## config.mk

```make
export PLATFORM = sky130hd
export DESIGN_NAME = crc32_dn_check
export DESIGN_NICKNAME = d
export VERILOG_FILES = /design/src/rtl/crc32_dn_check.sv
export SDC_FILE = /design/constraint.sdc
export NUM_CORES = 1
export LEC_CHECK = 0
export CAP_MARGIN = 20
export CORE_MARGIN = 4
export CORE_UTILIZATION = 44
export DETAILED_ROUTE_END_ITERATION = 10
export MAX_ROUTING_LAYER = met4
export PLACE_DENSITY_LB_ADDON = 0.08
export SYNTH_ARGS = -nofsm -noshare
export SYNTH_HDL_FRONTEND = slang
export SYNTH_SLANG_ARGS = --single-unit
```

## constraint.sdc

```tcl
create_clock -name clk -period 14.2 [get_ports clk]
set_input_delay 1.42 -clock clk [delete_from_list [all_inputs] [get_ports clk]]
set_output_delay 1.42 -clock clk [all_outputs]
set_load 0.02 [all_outputs]
```

## src/rtl/crc32_dn_check.sv

```systemverilog
// crc32_dn_check: receive-side Ethernet FCS checker, CRC-32 residue test.
// Ports: clk, rst (sync, high); data/bnum/valid/eof beat in; err pulse out.
// Optional CRC32_CHECK_OK_EN adds output ok (good-frame pulse).
module crc32_dn_check #(
   parameter int NUM = 4,
   localparam int BW = (NUM > 1) ? $clog2(NUM) : 1
) (
   input  logic             clk,
   input  logic             rst,
   input  logic [8*NUM-1:0] data,
   input  logic [BW-1:0]    bnum,
   input  logic             valid,
   input  logic             eof,
`ifdef CRC32_CHECK_OK_EN
   output logic             ok,
`endif
   output logic             err
);

   localparam logic [31:0] POLY  = 32'hEDB88320;
   localparam logic [31:0] INIT  = 32'hFFFFFFFF;
   localparam logic [31:0] RESID = 32'hDEBB20E3;

   logic [31:0] crc_q;
   logic [31:0] crc_d;
   logic        err_q;
   logic        match;
   int          nlanes;

   function automatic logic [31:0] crc_byte(
      input logic [31:0] c,
      input logic [7:0]  b
   );
      logic [31:0] r;
      r = c ^ {24'h0, b};
      for (int k = 0; k < 8; k++) begin
         r = r[0] ? ((r >> 1) ^ POLY) : (r >> 1);
      end
      return r;
   endfunction

   // Lane 0 of the fold is the MSB lane; on eof only the
   // first nlanes lanes count, bnum==0 meaning all of them.
   always_comb begin
      nlanes = NUM;
      if (NUM > 1 && eof && bnum != '0) begin
         nlanes = int'(bnum);
      end
      crc_d = crc_q;
      for (int i = 0; i < NUM; i++) begin
         if (i < nlanes) begin
            crc_d = crc_byte(crc_d, data[8*(NUM-1-i) +: 8]);
         end
      end
      match = (crc_d == RESID);
   end

   always_ff @(posedge clk) begin
      if (rst) begin
         crc_q <= INIT;
         err_q <= 1'b0;
      end else begin
         err_q <= valid & eof & ~match;
         if (valid) begin
            crc_q <= eof ? INIT : crc_d;
         end
      end
   end

`ifdef CRC32_CHECK_OK_EN
   logic ok_q;

   always_ff @(posedge clk) begin
      if (rst) begin
         ok_q <= 1'b0;
      end else begin
         ok_q <= valid & eof & match;
      end
   end

   assign ok = ok_q;
`endif

   assign err = err_q;

endmodule

```

# After elaboration in Yosys (flattened, before gate mapping)
# Index checks and enable logic that the tools add are counted.
# op_classes
order_cmp,4
n_eq_ne,1
muxes,38
bitwise,39
n_reduce_logical,2
# op_table
op,n
$mux 32,37
$not 13->14,32
$xor 32x8->32,4
$eq 32x32->1 const B,1
$lt 1x3->1 const A,2
$lt 2x3->1 const A,2
$mux 3,1
$and 1x1->1,2
$reduce_bool 2->1,1
$logic_and 1x1->1,1
$not 1->1,1
# word_totals
register_bits,33
inputBits,38
out_inout_bits,1
word_cells,86

# Depth between registers and ports, before layout
# depth
ltp_word,75
ltp_mapped,19
depth_no_buf,16

# Least setup slack after synthesis
# Ideal clock, no wire load.
# synth_path
path_type,input-to-reg
startpoint,in data[29]
endpoint,"reg err_q, in the netlist err"
setup_time_ps,129
t_arrival_ps,5671
required_time_ps,14071
path_slack_ps,8400
path_stages,15
path_buffers,0
path_cell_list,xnor2_4 > xnor3_1 > xnor3_1 > xor3_1 > mux2_4 > xnor2_4 > xnor3_1 > mux2i_4 > xnor2_4 > xor2_2 > xnor2_4 > xnor2_1 > o32a_1 > nor4_1 > a31oi_1
# synth_via
elab_chain_cells,56
word_cells_on_any_way,69
classes_between,1 x eq/ne; 36 x mux; 32 x bitwise
# synth_lines
item,line,rtl
from (decl),10,"input logic [8*NUM-1:0] data,"
$xor 32x8->32 (*),35,"r = c ^ {24'h0, b};"
$mux 32 (*) (6 in series),37,r = r[0] ? ((r >> 1) ^ POLY) : (r >> 1);
$not 13->14 (no source line),n/a,
$mux 32 (*),37,
$not 13->14 (no source line),n/a,
$mux 32 (*),37,
$mux 32 (*),51,if (i < nlanes) begin
$xor 32x8->32,35,
[... 33 more ...],n/a,
$not 13->14 (no source line),n/a,
$mux 32 (3 in series),37,
$not 13->14 (no source line),n/a,
$mux 32,37,
$mux 32 (*),51,
$eq 32x32->1 (*),55,match = (crc_d == RESID);
$not 1->1 (*),63,err_q <= valid & eof & ~match;
$and 1x1->1 (*),63,
to (signal assigned),63,
to (decl),26,logic err_q;
# Every way passes the cells marked *; elsewhere a longest branch is shown, timed or not.
# A chain may end at the register's enable or synchronous reset.

# Worst setup path after layout
# layout_path
startpoint,in data[16]
endpoint,"reg err_q, in the netlist err"
# layout_via
elab_chain_cells,45
word_cells_on_any_way,56
classes_between,1 x eq/ne; 27 x mux; 28 x bitwise
# layout_lines
item,line
$xor 32x8->32 (*),35
$mux 32 (*),37
$not 13->14 (no source line),n/a
$mux 32 (*),37
$not 13->14 (no source line),n/a
$mux 32 (*) (2 in series),37
$not 13->14 (no source line),n/a
$mux 32 (*),37
[... 28 more ...],n/a
$not 13->14 (no source line),n/a
$mux 32,37
$not 13->14 (no source line),n/a
$mux 32,37
$mux 32 (*),51
$eq 32x32->1 (*),55
$not 1->1 (*),63
$and 1x1->1 (*),63
# Marks and branches as above.

==> flow_summary.yaml <==
synth:
  syn_inst: 756
  synth_top_area_share_pct: 23.4
  synth_most_common_cell: "xnor2_1"
  yosys-top-cells-area: "xnor2_1 (23%), xnor3_1 (12%), dfxtp_1 (9.6%)"
  synth.avg_cell_area_um2: 9.14
  async_flop_share_pct: 0
  synth_top_flop_cell: "dfxtp_1"
  synth_top_area_cell: "xnor2_1"
  ys_ff_latch: 33
  synth_edf_count: 0
  syn-num-nets: 794
  ys_types: 69
  synth-seq-area-share_pct: 9.56
  synthTopCellsByCount: "xnor2_1 (185), nand2_1 (76), xor2_1 (61)"
  yosysWarningCount: 0
  syn_area_um2: 6910
finish:
  antenna_cells: 0
  drive_gt1_share_pct: 9.15
  areaGrowthSynthToFinish_pct: 10.4
  fin_area_um2: 7630
  nets: 814
sta:
  fin_crit_ns: 7.23
  setup_viol: 0
  skew_ns: 0.00297
  maxSlewHeadroom_pct: 25.6
  slew_violations: 0
  worst-slew-pin-transition_ns: 1.11
  max_freq_mhz: 138
  finalCritPeriodShare_pct: 50.9
  setup-tns-final_ns: 0
  hold_viol_final: 0
  rsz0062_at_grt: "false"
  final.setup.worst_slack_ns: 6.97
job:
  drv_cap: 0
placed_design:
  pre_cts_ws_ns: 6.75
  gp_congestion: 0.941
  dpl-instance-area_um2: 7490
  hpwl_mm: 18.4
  portBuffers: 38
floorplanning:
  core_area_um2: 15300
  die_area_um2: 17800
  rows: 45
  ioPinCount: 39
  start_util_pct: 45.1
  die_h_um: 133
  die_x_um: 133
worst_setup_path:
  critPathMaxStageDelay_ns: 0.62
  cpMostUsedCell: "xnor2_1"
  path_max_fanout: 8
  startpoint_type: "primary input"
  worstSetupPathType: "primary input to register"
  critPathRequiredTime_ns: 14.35
  cp_slowest_cell: "xor2_2"
  crit_chain: "clkdlybuf4s50_1 > xnor2_1 > xor2_2 > xor3_1 > xnor2_1 > a21oi_2 > xnor3_1 > mux2i_1 > xnor2_1 > xnor3_1 > xnor2_1 > xnor2_1 > a21oi_1 > a2111oi_0 > o2111ai_1 > nor4_1 > a31oi_1"
  cp.arrival_ns: 7.38
  worst_setup_path_end_kind: "register"
grt:
  grt_pass1_vias: 5369
  grt_pass1_wl_mm: 33.5
  grtUsageTotal_pct: 25.7
  grt_max_degree: 58
  antenna_found_initial: 0
  grt_overflow: 0
clocking:
  clock_latency_ns: 0.28
  numCtsBuffers: 5
  ctsResizeCount: 0
  cts_hold_buffers: 0
  cts_max_level: 2
  clock_sinks: 33
  root_buffer: "clkbuf_16"
  cts_tree: "done"
  clk_pin_slew_ns: 0.05
  cts_setup_buffers: 0
  cts_buffer_depth: 2
routing:
  avgViaCountPerCell: 5.49
  drt_iter0_markers: 456
  ant_nets: 0
  vias: 5421
  wl_mm: 22.6
  dr.pass1.iters: 5
  wire_per_inst_um: 22.9
  drc: 0
min_path:
  hp-class: "register to register"
status:
  status: "complete, no violations"
[registers in the layout, indices dropped and copies added (netlist names)]
name and cells:
err 1, crc_q 32
[per-layer routing]
layer	vias to the layer above	GRT usage [%]	part of all wire [%]
met4	0	6.29	2.6
met5	-	-	0
met1	2607	35.0	45
li1	2598	-	-
met2	190	40.7	46
met3	26	3.63	6.5
[layout make-up]
cell class	count	area, um2
Inverter	8	30.0
Fill cell	1511	7680
Multi-Input combinational cell	682	6100
Tap cell	211	264
Sequential cell	33	661
Timing Repair Buffer	46	440
Clock buffer	7	143
[cell families (layout without fill, tap and decap cells)]
logic type	after synthesis	count (layout)	share of synthesized area (%)
muxes	25	25	4.27
xor gates and xnor gates	331	331	58.5
AOI/OAI and AO/OA	139	139	13.0
and+or+nand+nor	187	187	12.3
buffers and inverters	41	61	2.35
DFF	33	33	9.56
[worst max-delay path, delay by kind of cell]
family | cells | cell delay (ns)
simple gates | 1 | 0.26
xor+xnor | 9 | 3.75
buf+inv | 1 | 0.45
mux | 1 | 0.18
compound gates | 5 | 1.31
[worst paths after layout]
kind                            startpoint   endpoint  slack [ns]  depth (start not counted)
worst max register to register    crc_q[8]        err        8.22                         16
worst min-delay path             crc_q[26]  crc_q[26]        0.49                          2
worst max-delay path              data[16]        err        6.97                         17
worst min register to register   crc_q[26]  crc_q[26]        0.49                          2
[cell usage in the layout (no fill, tap or decap), drive strengths merged, types with 4 or more instances in the layout]
| master | n |
|---|---|
| a211oi | 4 |
| clkbuf | 7 |
| nor4 | 4 |
| nor2 | 56 |
| nor3 | 11 |
| xor3 | 13 |
| or3 | 4 |
| mux2i | 22 |
| and2 | 5 |
| xnor2 | 211 |
| a21oi | 44 |
| dfxtp | 33 |
| buf | 8 |
| nand2 | 76 |
| o211ai | 6 |
| clkdlybuf4s50 | 38 |
| nand3 | 8 |
| xnor3 | 38 |
| o21ai | 53 |
| xor2 | 69 |
| and3 | 7 |
| inv | 8 |
[metrics by stage]
| step | std cells | util, % | hold slack [ns] |
|---|---|---|---|
| after floorplan | 756 | - | 0.446 |
| after global placement | 980 | 48.9 | 0.466 |
| after detailed placement | 980 | 48.9 | 0.480 |
| after CTS | 987 | 49.8 | 0.496 |
| after global routing | 987 | 49.8 | 0.543 |
| final | 987 | 49.8 | 0.495 |
Power is left out: the tool's default activity adds up to more than one toggle a clock period on the data nets, which glitch-free logic cannot reach.
